===== src/rtl/uart_pkg.sv =====
// Shared UART definitions: data width, capture FSM encoding, default FIFO depth.
package uart_pkg;

    localparam int UART_DATA_WIDTH = 8;

    // Default buffer depth, shared by the RX-side and TX-side FIFOs.
    localparam int UART_FIFO_DEPTH = 16;

    // Receive capture handshake states.
    typedef enum logic [1:0] {
        CAP_IDLE     = 2'd0,
        CAP_ACK      = 2'd1,
        CAP_WAIT_LOW = 2'd2
    } cap_state_e;

endpackage


===== src/rtl/uart_fifo_core.sv =====
// Generic synchronous first-word-fall-through FIFO with push/pop/flush/count.
// Occupancy is tracked in its own register so full/empty never depend on
// pointer comparison; pointers simply wrap modulo DEPTH.
module uart_fifo_core #(
    parameter int DATA_WIDTH = 8,
    parameter int DEPTH      = 16,
    parameter int ADDR_WIDTH = $clog2(DEPTH)
) (
    input  logic                  clock_i,
    input  logic                  reset_i,
    input  logic                  push_i,
    input  logic [DATA_WIDTH-1:0] push_data_i,
    input  logic                  pop_i,
    input  logic                  flush_i,
    output logic [DATA_WIDTH-1:0] data_o,
    output logic                  valid_o,
    output logic                  full_o,
    output logic [ADDR_WIDTH:0]   count_o
);

    localparam logic [ADDR_WIDTH:0] FULL_COUNT = (ADDR_WIDTH+1)'(DEPTH);

    logic [ADDR_WIDTH-1:0] wr_ptr_q, wr_ptr_d;
    logic [ADDR_WIDTH-1:0] rd_ptr_q, rd_ptr_d;
    logic [ADDR_WIDTH:0]   count_q, count_d;
    logic [DATA_WIDTH-1:0] mem_q [DEPTH];
    logic                  do_push;
    logic                  do_pop;

    assign valid_o = (count_q != '0);
    assign full_o  = (count_q == FULL_COUNT);
    assign count_o = count_q;
    assign data_o  = valid_o ? mem_q[rd_ptr_q] : '0;

    // Flush wins over any same-cycle push or pop.
    assign do_push = push_i && !full_o && !flush_i;
    assign do_pop  = pop_i && valid_o && !flush_i;

    // Next pointer and occupancy values.
    always_comb begin
        wr_ptr_d = wr_ptr_q;
        rd_ptr_d = rd_ptr_q;
        count_d  = count_q;
        if (flush_i) begin
            wr_ptr_d = '0;
            rd_ptr_d = '0;
            count_d  = '0;
        end else begin
            if (do_push) wr_ptr_d = wr_ptr_q + ADDR_WIDTH'(1);
            if (do_pop)  rd_ptr_d = rd_ptr_q + ADDR_WIDTH'(1);
            case ({do_push, do_pop})
                2'b10:   count_d = count_q + (ADDR_WIDTH+1)'(1);
                2'b01:   count_d = count_q - (ADDR_WIDTH+1)'(1);
                default: count_d = count_q;
            endcase
        end
    end

    // Pointer and occupancy registers.
    always_ff @(posedge clock_i or negedge reset_i) begin
        if (!reset_i) begin
            wr_ptr_q <= '0;
            rd_ptr_q <= '0;
            count_q  <= '0;
        end else begin
            wr_ptr_q <= wr_ptr_d;
            rd_ptr_q <= rd_ptr_d;
            count_q  <= count_d;
        end
    end

    // Storage array; contents are don't-care until written, so no reset.
    always_ff @(posedge clock_i) begin
        if (do_push) mem_q[wr_ptr_q] <= push_data_i;
    end

endmodule


===== src/rtl/uart_rx_fifo.sv =====
// Receive buffer: takes bytes from the UART receiver's held-byte handshake
// into a FWFT FIFO and flags overrun when the receiver waits on a full FIFO.
module uart_rx_fifo
    import uart_pkg::*;
#(
    parameter int DATA_WIDTH = UART_DATA_WIDTH,
    parameter int DEPTH      = UART_FIFO_DEPTH,
    parameter int ADDR_WIDTH = $clog2(DEPTH)
) (
    input  logic                  clock_i,
    input  logic                  reset_i,
    input  logic                  rx_ready_i,
    input  logic [DATA_WIDTH-1:0] rx_data_i,
    output logic                  rx_ack_o,
    input  logic                  read_i,
    input  logic                  flush_i,
    output logic [DATA_WIDTH-1:0] data_o,
    output logic                  valid_o,
    output logic                  full_o,
    output logic [ADDR_WIDTH:0]   count_o,
    output logic                  overrun_o
);

    cap_state_e state_q, state_d;
    logic       ack_q, ack_d;
    logic       overrun_q, overrun_d;
    logic       capture;

    uart_fifo_core #(
        .DATA_WIDTH (DATA_WIDTH),
        .DEPTH      (DEPTH),
        .ADDR_WIDTH (ADDR_WIDTH)
    ) u_core (
        .clock_i     (clock_i),
        .reset_i     (reset_i),
        .push_i      (capture),
        .push_data_i (rx_data_i),
        .pop_i       (read_i),
        .flush_i     (flush_i),
        .data_o      (data_o),
        .valid_o     (valid_o),
        .full_o      (full_o),
        .count_o     (count_o)
    );

    assign rx_ack_o  = ack_q;
    assign overrun_o = overrun_q;

    // Capture FSM: take one byte per ready assertion, then wait for ready to drop.
    always_comb begin
        state_d = state_q;
        capture = 1'b0;
        case (state_q)
            CAP_IDLE: begin
                if (rx_ready_i && !full_o) begin
                    capture = 1'b1;
                    state_d = CAP_ACK;
                end
            end
            CAP_ACK:      state_d = CAP_WAIT_LOW;
            CAP_WAIT_LOW: if (!rx_ready_i) state_d = CAP_IDLE;
            default:      state_d = CAP_IDLE;
        endcase
        ack_d = capture;
    end

    // Sticky overrun: a fresh byte waiting while full; cleared only by flush.
    always_comb begin
        overrun_d = overrun_q;
        if (flush_i) begin
            overrun_d = 1'b0;
        end else if (state_q == CAP_IDLE && rx_ready_i && full_o) begin
            overrun_d = 1'b1;
        end
    end

    // FSM state, acknowledge pulse and overrun registers.
    always_ff @(posedge clock_i or negedge reset_i) begin
        if (!reset_i) begin
            state_q   <= CAP_IDLE;
            ack_q     <= 1'b0;
            overrun_q <= 1'b0;
        end else begin
            state_q   <= state_d;
            ack_q     <= ack_d;
            overrun_q <= overrun_d;
        end
    end

endmodule


===== config.mk =====
export PLATFORM = sky130hd
export DESIGN_NAME = uart_rx_fifo
export DESIGN_NICKNAME = d
export VERILOG_FILES = /design/src/rtl/uart_pkg.sv /design/src/rtl/uart_fifo_core.sv /design/src/rtl/uart_rx_fifo.sv
export SDC_FILE = /design/constraint.sdc
export NUM_CORES = 1
export LEC_CHECK = 0
export CORE_MARGIN = 2
export CORE_UTILIZATION = 25
export DETAILED_ROUTE_END_ITERATION = 7
export PLACE_DENSITY = 0.39
export SLEW_MARGIN = 10
export SYNTH_ARGS = -nofsm -noshare
export SYNTH_HDL_FRONTEND = slang
export SYNTH_SLANG_ARGS = --single-unit

===== constraint.sdc =====
create_clock -name clock_i -period 5.01 [get_ports clock_i]
set_clock_uncertainty 0.2 [all_clocks]
set_input_delay 0.7515 -clock clock_i [delete_from_list [all_inputs] [get_ports clock_i]]
set_output_delay 0.7515 -clock clock_i [all_outputs]
set_load 0.02 [all_outputs]

Word level (Yosys, flattened, before mapping)
Memories as Yosys holds them, arrays and structs flattened.
Index checks and enable logic that the tools add are counted.
- bits in registers: 17
- memory bits (writable): 128
- logic and storage cells: 50
- memories: 1
- memory list (memory ; words ; width ; rd ports ; clocked after Yosys merged registers in ; write ports ; line ; text):
    u_core.mem_q ; 16 ; 8 ; 1 ; 0 ; 1 ; uart_fifo_core.sv:26 ; logic [DATA_WIDTH-1:0] mem_q [DEPTH];
- add/subtract/negate cells: 4
- equal/unequal tests: 7
- mux-type cells: 16
- reductions and logical operators: 16
- operator list (operator ; count):
    $mux W4 ; 4
    $pmux W5 S2 ; 1
    $add A4 B1 Y4 const B ; 2
    $mux W8 ; 1
    $logic_and A1 B1 Y1 ; 7
    $mux W1 ; 6
    $pmux W2 S3 ; 1
    $reduce_bool A2 Y1 ; 3
    $add A5 B1 Y5 const B ; 1
    $eq A5 B5 Y1 const B ; 1
    $mux W5 ; 1
    $reduce_bool A5 Y1 ; 1
    $sub A5 B1 Y5 const B ; 1
    $eq A2 B1 Y1 const B ; 2
    $eq A2 B2 Y1 const B ; 2
    $mux W2 ; 2
    $ne A2 B2 Y1 const B ; 2
    $reduce_bool A3 Y1 ; 1
    $logic_not A1 Y1 ; 2
    $logic_not A2 Y1 ; 1
    $reduce_and A2 Y1 ; 1

Depth between registers and ports, before layout
Gate-level depths: netlist (run 1).
- word-level depth: 10
- mapped depth: 10
- depth with buffers taken out: 10

Cells and area by module
Synthesis (run 1) repeated with hierarchy kept, for this count alone.
- cell total of the unflattened synthesis: 320
- area, all modules: 5989.5 um^2
- modules (own cells, without submodules) (module ; instances ; cells an instance ; area each (um^2) ; sequential area each (um^2)):
    uart_fifo_core ; 1 ; 308 ; 5835.6 ; 4169.0
    uart_rx_fifo ; 1 ; 12 ; 153.9 ; 100.1

Worst setup path after synthesis (run 1)
Ideal clock, no wire load.
- kind: input -> register
- from: input rx_ready_i
- to: memory u_core.mem_q[1][0] (enable)
- setup time: 0.395 ns
- data arrival time: 2.670 ns
- path slack: 1.746 ns
- stages on the path: 5
- path buffers: 1
- cells stage by stage: nor3b_2 -> a21boi_2 -> clkbuf_1 -> nand2_1 -> nor4_1
- longest elaborated chain between the ends: 7
- RTL lines (item ; line ; text):
    start: declaration ; uart_rx_fifo.sv:12 ; input logic rx_ready_i,
    $logic_and A1 B1 Y1 ; uart_rx_fifo.sv:55 ; if (rx_ready_i && !full_o) begin
    $mux W1 ; uart_rx_fifo.sv:55 ;
    $mux W1 ; uart_rx_fifo.sv:53 ; case (state_q)
    via ack_d ; uart_rx_fifo.sv:25 ; logic ack_q, ack_d;
    $logic_and A1 B1 Y1 (2 in series) ; uart_fifo_core.sv:36 ; assign do_push = push_i && !full_o && !flush_i;
    $mux W1 ; uart_fifo_core.sv:74 ; if (do_push) mem_q[wr_ptr_q] <= push_data_i;
    $mux W1 (not written as such) ; uart_fifo_core.sv:74 ;
    end: declaration ; uart_fifo_core.sv:26 ;
The timed path passes the listed nets, and every way through them passes these cells.

Final worst setup path (run 1)
- from: register u_core.rd_ptr_q[0]
- to: output data_o[6]
- longest elaborated chain between the ends: 2
- RTL lines (item ; line ; text):
    start: declaration ; uart_fifo_core.sv:24 ; logic [ADDR_WIDTH-1:0] rd_ptr_q, rd_ptr_d;
    start signal: assignment ; uart_fifo_core.sv:67 ; rd_ptr_q <= rd_ptr_d;
    $mem_v2 Z16 W8 ; -- ;
    $mux W8 ; uart_fifo_core.sv:33 ; assign data_o = valid_o ? mem_q[rd_ptr_q] : '0;
    end: declaration ; uart_rx_fifo.sv:17 ; output logic [DATA_WIDTH-1:0] data_o,
Every way passes these cells.

==> results of run 1 <==
==> power breakdown <==
part           internal, W  switching (W)  total, W
Clock             0.000780       0.000496   0.00128
Combinational     0.000448       0.000468  0.000917
Sequential         0.00137      0.0000795   0.00145
==> metal layers <==
layer | GRT usage | wire (microns) | up-vias
li1 | - | - | 1367
met1 | 0.1716 | 6826 | 1562
met2 | 0.1767 | 6415 | 48
met3 | 0.02667 | 344 | 17
met4 | 0.04891 | 239 | 0
met5 | 0 | 0 | -
==> sequential cells by signal, indices dropped and copies added (netlist names) <==
signal / count
u_core.mem_q: 128
u_core.count_o: 5
u_core.rd_ptr_q: 4
u_core.wr_ptr_q: 4
state_q: 2
overrun_o: 1
rx_ack_o: 1
==> worst max-delay path, stage by stage (launching register included) <==
cell             delay, ns
dfrtp_2               0.67
buf_4                 0.37
mux4_2                0.55
mux4_2                0.46
and2_1                0.17
clkdlybuf4s50_1       0.54
==> final cells by class <==
type / instances / area share
clock inverters: 13 / 0.02185
well taps: 319 / 0.05445
repair buffers: 46 / 0.05701
inverters: 7 / 0.003584
multi-input cells: 149 / 0.2226
flip-flops and latches: 145 / 0.5825
clock buffers: 17 / 0.05803
==> through the flow <==
stage	utilization	hold slack [ns]	setup slack [ns]	instance area, sq um	std cells
2_1_floorplan	-	0.2559	1.746	5971	318
3_3_place_gp	0.2874	0.2810	1.127	6745	666
3_5_place_dp	0.2874	0.2927	1.125	6745	666
4_1_cts	0.3123	0.3079	0.7844	7331	696
5_1_grt	0.3123	0.3599	0.6923	7331	696
6_report	0.3123	0.3201	0.8800	7331	696
==> kinds of logic after synthesis <==
family	Yosys count
AOI/OAI and AO/OA	19
xor gates and xnor gates	8
adders and majority gates	7
buffers and inverters	24
DFF	145
muxes	43
and+or+nand+nor	72
==> how the worst max path moves through the flow <==
stage / cells after the start / end / slack (ns) / startpoint
after global routing: 5 / data_o[3] / 0.69 / u_core.rd_ptr_q[0]$_DFFE_PN0P_
after CTS: 5 / data_o[4] / 0.78 / u_core.rd_ptr_q[0]$_DFFE_PN0P_
after floorplan: 5 / u_core.mem_q[1][0]$_DFFE_PP_ / 1.75 / rx_ready_i
after detailed placement: 11 / u_core.count_o[4]$_DFFE_PN0P_ / 1.12 / rx_ready_i
final: 5 / data_o[6] / 0.88 / u_core.rd_ptr_q[0]$_DFFE_PN0P_
after global placement: 11 / u_core.count_o[4]$_DFFE_PN0P_ / 1.13 / rx_ready_i
==> Yosys cell counts, drive strengths merged <==
master | instances | share of area
a21oi | 5 | 0.0042
or3 | 1 | 0.0019
a32o | 1 | 0.0017
a211o | 1 | 0.0015
nor4 | 8 | 0.011
mux2 | 2 | 0.0038
nand3b | 1 | 0.0013
and3 | 4 | 0.0042
a311oi | 1 | 0.0025
ha | 7 | 0.015
nand2 | 14 | 0.0088
nor2 | 25 | 0.016
nor3b | 2 | 0.0034
nand3 | 2 | 0.0017
mux2i | 1 | 0.0017
clkbuf | 9 | 0.0057
edfxtp | 128 | 0.64
nand2b | 2 | 0.0021
dfrtp | 17 | 0.071
buf | 8 | 0.0059
o221ai | 1 | 0.0015
a31oi | 2 | 0.0021
o21ai | 4 | 0.0034
mux4 | 40 | 0.15
xor2 | 5 | 0.0073
a41oi | 1 | 0.0015
nor2b | 2 | 0.0021
or4 | 1 | 0.0013
a21boi | 2 | 0.0031
and2 | 8 | 0.0084
nand4 | 2 | 0.0021
xnor2 | 3 | 0.0044
inv | 7 | 0.0044
o31ai | 1 | 0.0013
==> results.py, run 1 <==
metrics = {
    "clock_tree": {
        "post_cts_buffers": 0,
        "cts_hold_buf": 0,
        "cts_sinks": 145,
        "insertion_delay_ns": 0.41,
        "cts-root-buf": "clkbuf_16",
        "numCtsBuffers": 17,
        "cts_resized": 0,
        "clk_pin_slew_worst_paths_ns": 0.05,
        "clockBufferDepth": 2,
        "cts_tree": "yes",
        "htreeDepth": 4,
    },
    "critical_path": {
        "worstPathMaxFanout": 14,
        "worst_setup_path_start_kind": "flip-flop",
        "cp.required_ns": 4.06,
        "end_kind": "primary output",
        "cp.arrival_ns": 3.18,
        "reg2reg_depth": 11,
        "critical_path_class": "reg2out",
        "r2r_end": "u_core.count_o[4]$_DFFE_PN0P_",
        "r2r_start": "u_core.count_o[1]$_DFFE_PN0P_",
        "rrSetupSlack_ns": 1.70,
    },
    "power_and_ir_drop": {
        "p_leak_nw": 2.383,
        "p_total_w": 0.003643,
        "peakVddDrop_uv": 176.7,
        "powerDensity_mw_per_mm2": 497.0,
    },
    "synth": {
        "synth_fa_ha_area_frac": 0.01467,
        "synth_area_per_cell_sq_um": 18.78,
        "syn-cell-area_sq_mm": 0.005971,
        "synth_top_family_by_area": "multiplexers",
        "synth-simple-area-share": 0.06370,
        "synth-warning-count": 0,
        "synth_nets": 338,
        "synth_xor_area_frac": 0.01174,
        "ys_ff_latch": 145,
        "synthCells": 318,
        "synth_compound_area_frac": 0.02263,
        "yosys-mux-area-fraction": 0.1563,
        "ys_types": 39,
        "ys_seq_area_frac": 0.7150,
    },
    "floorplan": {
        "die_area_sq_mm": 0.02513,
        "fp.dieH_microns": 158.5,
        "io_pins": 30,
        "rows": 56,
        "start_util": 0.2544,
        "die_x_microns": 158.5,
        "core_area_sq_mm": 0.02347,
    },
    "outcome": {
        "outcome": "finished, final reports clean",
    },
    "placement": {
        "gp_congestion": 0.6918,
        "dpl.hpwl_microns": 8603,
        "portBuffers": 29,
    },
    "hold_path": {
        "hp-start": "overrun_o$_DFFE_PN0P_",
        "hold_class": "reg2reg",
        "whs_path_depth": 2,
        "hold_path_end": "overrun_o$_DFFE_PN0P_",
    },
    "grt": {
        "grt_pass1_wl_microns": 20890,
        "grt_pass1_vias": 3213,
        "gr-usage-all-layers": 0.1201,
        "overflow": 0,
        "grt_antenna_before_repair": 0,
        "grt_start_max_net_pins": 33,
    },
    "routing": {
        "dr.pass1.iters": 4,
        "drt-total-wl_microns": 13830,
        "dr.first_iter.drc_count": 274,
        "num_vias": 2994,
        "drc_errors": 0,
        "routedWlPerCell_microns": 19.86,
        "via_per_inst": 4.302,
        "antenna_left": 0,
    },
    "layout": {
        "layout_commonest_cell": "edfxtp_1",
        "area_delta_synth_final_pct": 22.78,
        "multi_input_area_sq_mm": 0.001632,
        "fillers": 2275,
        "num-nets-final": 386,
        "diodes": 0,
        "mostFrequentLayoutCells": "edfxtp_1 (128), mux4_2 (40), clkdlybuf4s50_1 (29)",
        "regArea_sq_mm": 0.004270,
        "layout-drive-gt1-share": 0.2599,
    },
    "job": {
        "cap_violations": 0,
    },
    "timing": {
        "maxSlewViolCount": 0,
        "relSlewSlack": 0.4535,
        "tightest_slew_ns": 0.8172,
        "rsz0062_at_grt": "false",
        "post-route-period-util": 0.8244,
        "setup_violations": 0,
        "max_freq_mhz": 242.1,
        "setup_tns_ns": 0,
        "post-route-min-period_ns": 4.130,
        "hold_viol_final": 0,
    },
}
Note: power is estimated with default switching activity, not from simulation.
==> run 2: changes to the inputs <==
--- a/config.mk
+++ b/config.mk
@@ -8,7 +8,7 @@
 export CORE_MARGIN = 2
 export CORE_UTILIZATION = 25
 export DETAILED_ROUTE_END_ITERATION = 7
-export PLACE_DENSITY = 0.39
+export PLACE_DENSITY = 0.4
 export SLEW_MARGIN = 10
 export SYNTH_ARGS = -nofsm -noshare
 export SYNTH_HDL_FRONTEND = slang
==> constraint.sdc (replaced) <==
create_clock -name clock_i -period 3.79 [get_ports clock_i]
set_clock_uncertainty 0.2 [all_clocks]
set_input_delay 0.5685 -clock clock_i [delete_from_list [all_inputs] [get_ports clock_i]]
set_output_delay 0.5685 -clock clock_i [all_outputs]
set_load 0.02 [all_outputs]
==> results.py, run 2 (same netlist as run 1, synthesis figures left out) <==
metrics = {
    "timing": {
        "setup_slack_ns": 0.1515,
        "maxSlewViolCount": 0,
        "timing.hold.ws_ns": 0.3213,
        "relSlewSlack": 0.4667,
        "setup_tns_ns": 0,
        "setup_violations": 0,
        "rsz0062_at_grt": "false",
        "post-route-period-util": 0.9600,
        "post-route-min-period_ns": 3.638,
        "hold_viol_final": 0,
        "max_freq_mhz": 274.8,
        "tightest_slew_ns": 0.7975,
    },
    "critical_path": {
        "r2r_start": "u_core.count_o[1]$_DFFE_PN0P_",
        "cp.required_ns": 3.02,
        "rrSetupSlack_ns": 0.53,
        "end_kind": "primary output",
        "critical_path_class": "reg2out",
        "r2r_end": "u_core.count_o[4]$_DFFE_PN0P_",
        "cp.arrival_ns": 2.87,
        "worst_setup_path_start_kind": "flip-flop",
        "reg2reg_depth": 10,
        "worstPathMaxFanout": 9,
    },
    "power_and_ir_drop": {
        "p_total_w": 0.004912,
        "netSwitchingFraction": 0.2882,
        "power_switching_w": 0.001416,
        "p_clk_frac": 0.349,
        "intPower_w": 0.003496,
        "seqPwrFrac": 0.388,
        "powerDensity_mw_per_mm2": 657.8,
        "power_frac_comb": 0.263,
        "p_leak_nw": 2.455,
        "peakVddDrop_uv": 195.1,
    },
    "routing": {
        "routedWlPerCell_microns": 18.91,
        "drc_errors": 0,
        "antenna_left": 0,
        "drt-total-wl_microns": 13430,
        "dr.first_iter.drc_count": 156,
        "via_per_inst": 4.359,
        "dr.pass1.iters": 4,
        "num_vias": 3095,
    },
    "layout": {
        "mostFrequentLayoutCells": "edfxtp_1 (128), mux4_2 (40), clkdlybuf4s50_1 (29)",
        "diodes": 0,
        "largest_reg_flops": 128,
        "regMostFlops": "u_core.mem_q",
        "num-nets-final": 398,
        "layout_commonest_cell": "edfxtp_1",
        "area_delta_synth_final_pct": 25.06,
        "fillers": 2255,
        "layout-drive-gt1-share": 0.2839,
    },
    "floorplan": {
        "core_area_sq_mm": 0.02347,
        "fp.dieH_microns": 158.5,
        "rows": 56,
        "io_pins": 30,
        "die_x_microns": 158.5,
        "die_area_sq_mm": 0.02513,
        "start_util": 0.2544,
    },
    "hold_path": {
        "hold_class": "reg2reg",
        "hold_path_end": "overrun_o$_DFFE_PN0P_",
        "whs_path_depth": 2,
        "hp-start": "overrun_o$_DFFE_PN0P_",
    },
    "clock_tree": {
        "insertion_delay_ns": 0.42,
        "clockBufferDepth": 2,
        "cts_hold_buf": 0,
        "cts_sinks": 145,
        "htreeDepth": 4,
        "cts_tree": "yes",
        "cts-root-buf": "clkbuf_16",
        "clk_pin_slew_worst_paths_ns": 0.06,
        "numCtsBuffers": 17,
    },
    "grt": {
        "grt_start_max_net_pins": 27,
        "grt_pass1_wl_microns": 20270,
        "grt_antenna_before_repair": 0,
        "grt_pass1_vias": 3143,
        "gr-usage-all-layers": 0.1148,
        "overflow": 0,
    },
    "placement": {
        "dpl.hpwl_microns": 8811,
        "gp_congestion": 0.7230,
        "portBuffers": 29,
        "place_ws_ns": 0.3921,
    },
    "job": {
        "cap_violations": 0,
    },
    "outcome": {
        "outcome": "finished, final reports clean",
    },
}
==> run 2: stage by stage <==
step | instances | cell area, sq um | utilization
4_1_cts | 706 | 7437 | 0.3168
3_5_place_dp | 674 | 6830 | 0.2910
5_1_grt | 710 | 7467 | 0.3181
2_1_floorplan | 318 | 5971 | -
6_report | 710 | 7467 | 0.3181
3_3_place_gp | 674 | 6830 | 0.2910
==> run 2: worst max path at each step <==
| stage | startpoint | to | slack [ns] | cells after the start |
|---|---|---|---|---|
| floorplan | rx_ready_i | u_core.mem_q[1][0]$_DFFE_PP_ | 0.71 | 5 |
| global placement | rx_ready_i | u_core.count_o[4]$_DFFE_PN0P_ | 0.41 | 10 |
| detailed placement | read_i | u_core.count_o[4]$_DFFE_PN0P_ | 0.39 | 9 |
| CTS | u_core.rd_ptr_q[0]$_DFFE_PN0P_ | data_o[0] | 0.03 | 5 |
| global route | u_core.rd_ptr_q[0]$_DFFE_PN0P_ | data_o[2] | 0.05 | 5 |
| finish | u_core.rd_ptr_q[0]$_DFFE_PN0P_ | data_o[0] | 0.15 | 5 |
==> run 2: critical path, stage by stage, from the launching register on <==
cell	delay, ns
dfrtp_4	0.53
buf_12	0.17
mux4_2	0.51
mux4_2	0.51
and2_1	0.19
clkdlybuf4s50_1	0.54
==> run 2: final cells by class <==
cell class	count	area [sq um]	share of cell area
sequential	145	4273	0.5722
inverter	7	26.28	0.003519
tap	319	399.1	0.05345
clock buffer	17	425.4	0.05697
clock inverter	15	178.9	0.02396
timing repair buffer	58	533.0	0.07138
multi-input combinational	149	1632	0.2185
==> run 2: repair_timing <==
| action | in CTS | in global routing |
|---|---|---|
| gates resized for setup | 1 | 0 |
| setup buffers | 0 | 4 |
| setup endpoints to repair | 6 | 2 |
| pin swaps | 0 | 0 |
==> run 2: routing by layer <==
| layer | vias to the layer above | share of wire | global-route usage |
|---|---|---|---|
| li1 | 1388 | - | - |
| met1 | 1641 | 0.46 | 0.1566 |
| met2 | 51 | 0.49 | 0.1756 |
| met3 | 15 | 0.025 | 0.02722 |
| met4 | 0 | 0.020 | 0.04805 |
| met5 | - | 0 | 0 |
==> run 2: power groups by stage <==
stage | sequential [W] | clock (W) | combinational, W
floorplan | 0.00194 | 0 | 0.000786
global placement | 0.00195 | 0 | 0.00130
detailed placement | 0.00195 | 0 | 0.00129
CTS | 0.00192 | 0.00175 | 0.00129
global route | 0.00192 | 0.00181 | 0.00140
finish | 0.00191 | 0.00171 | 0.00129
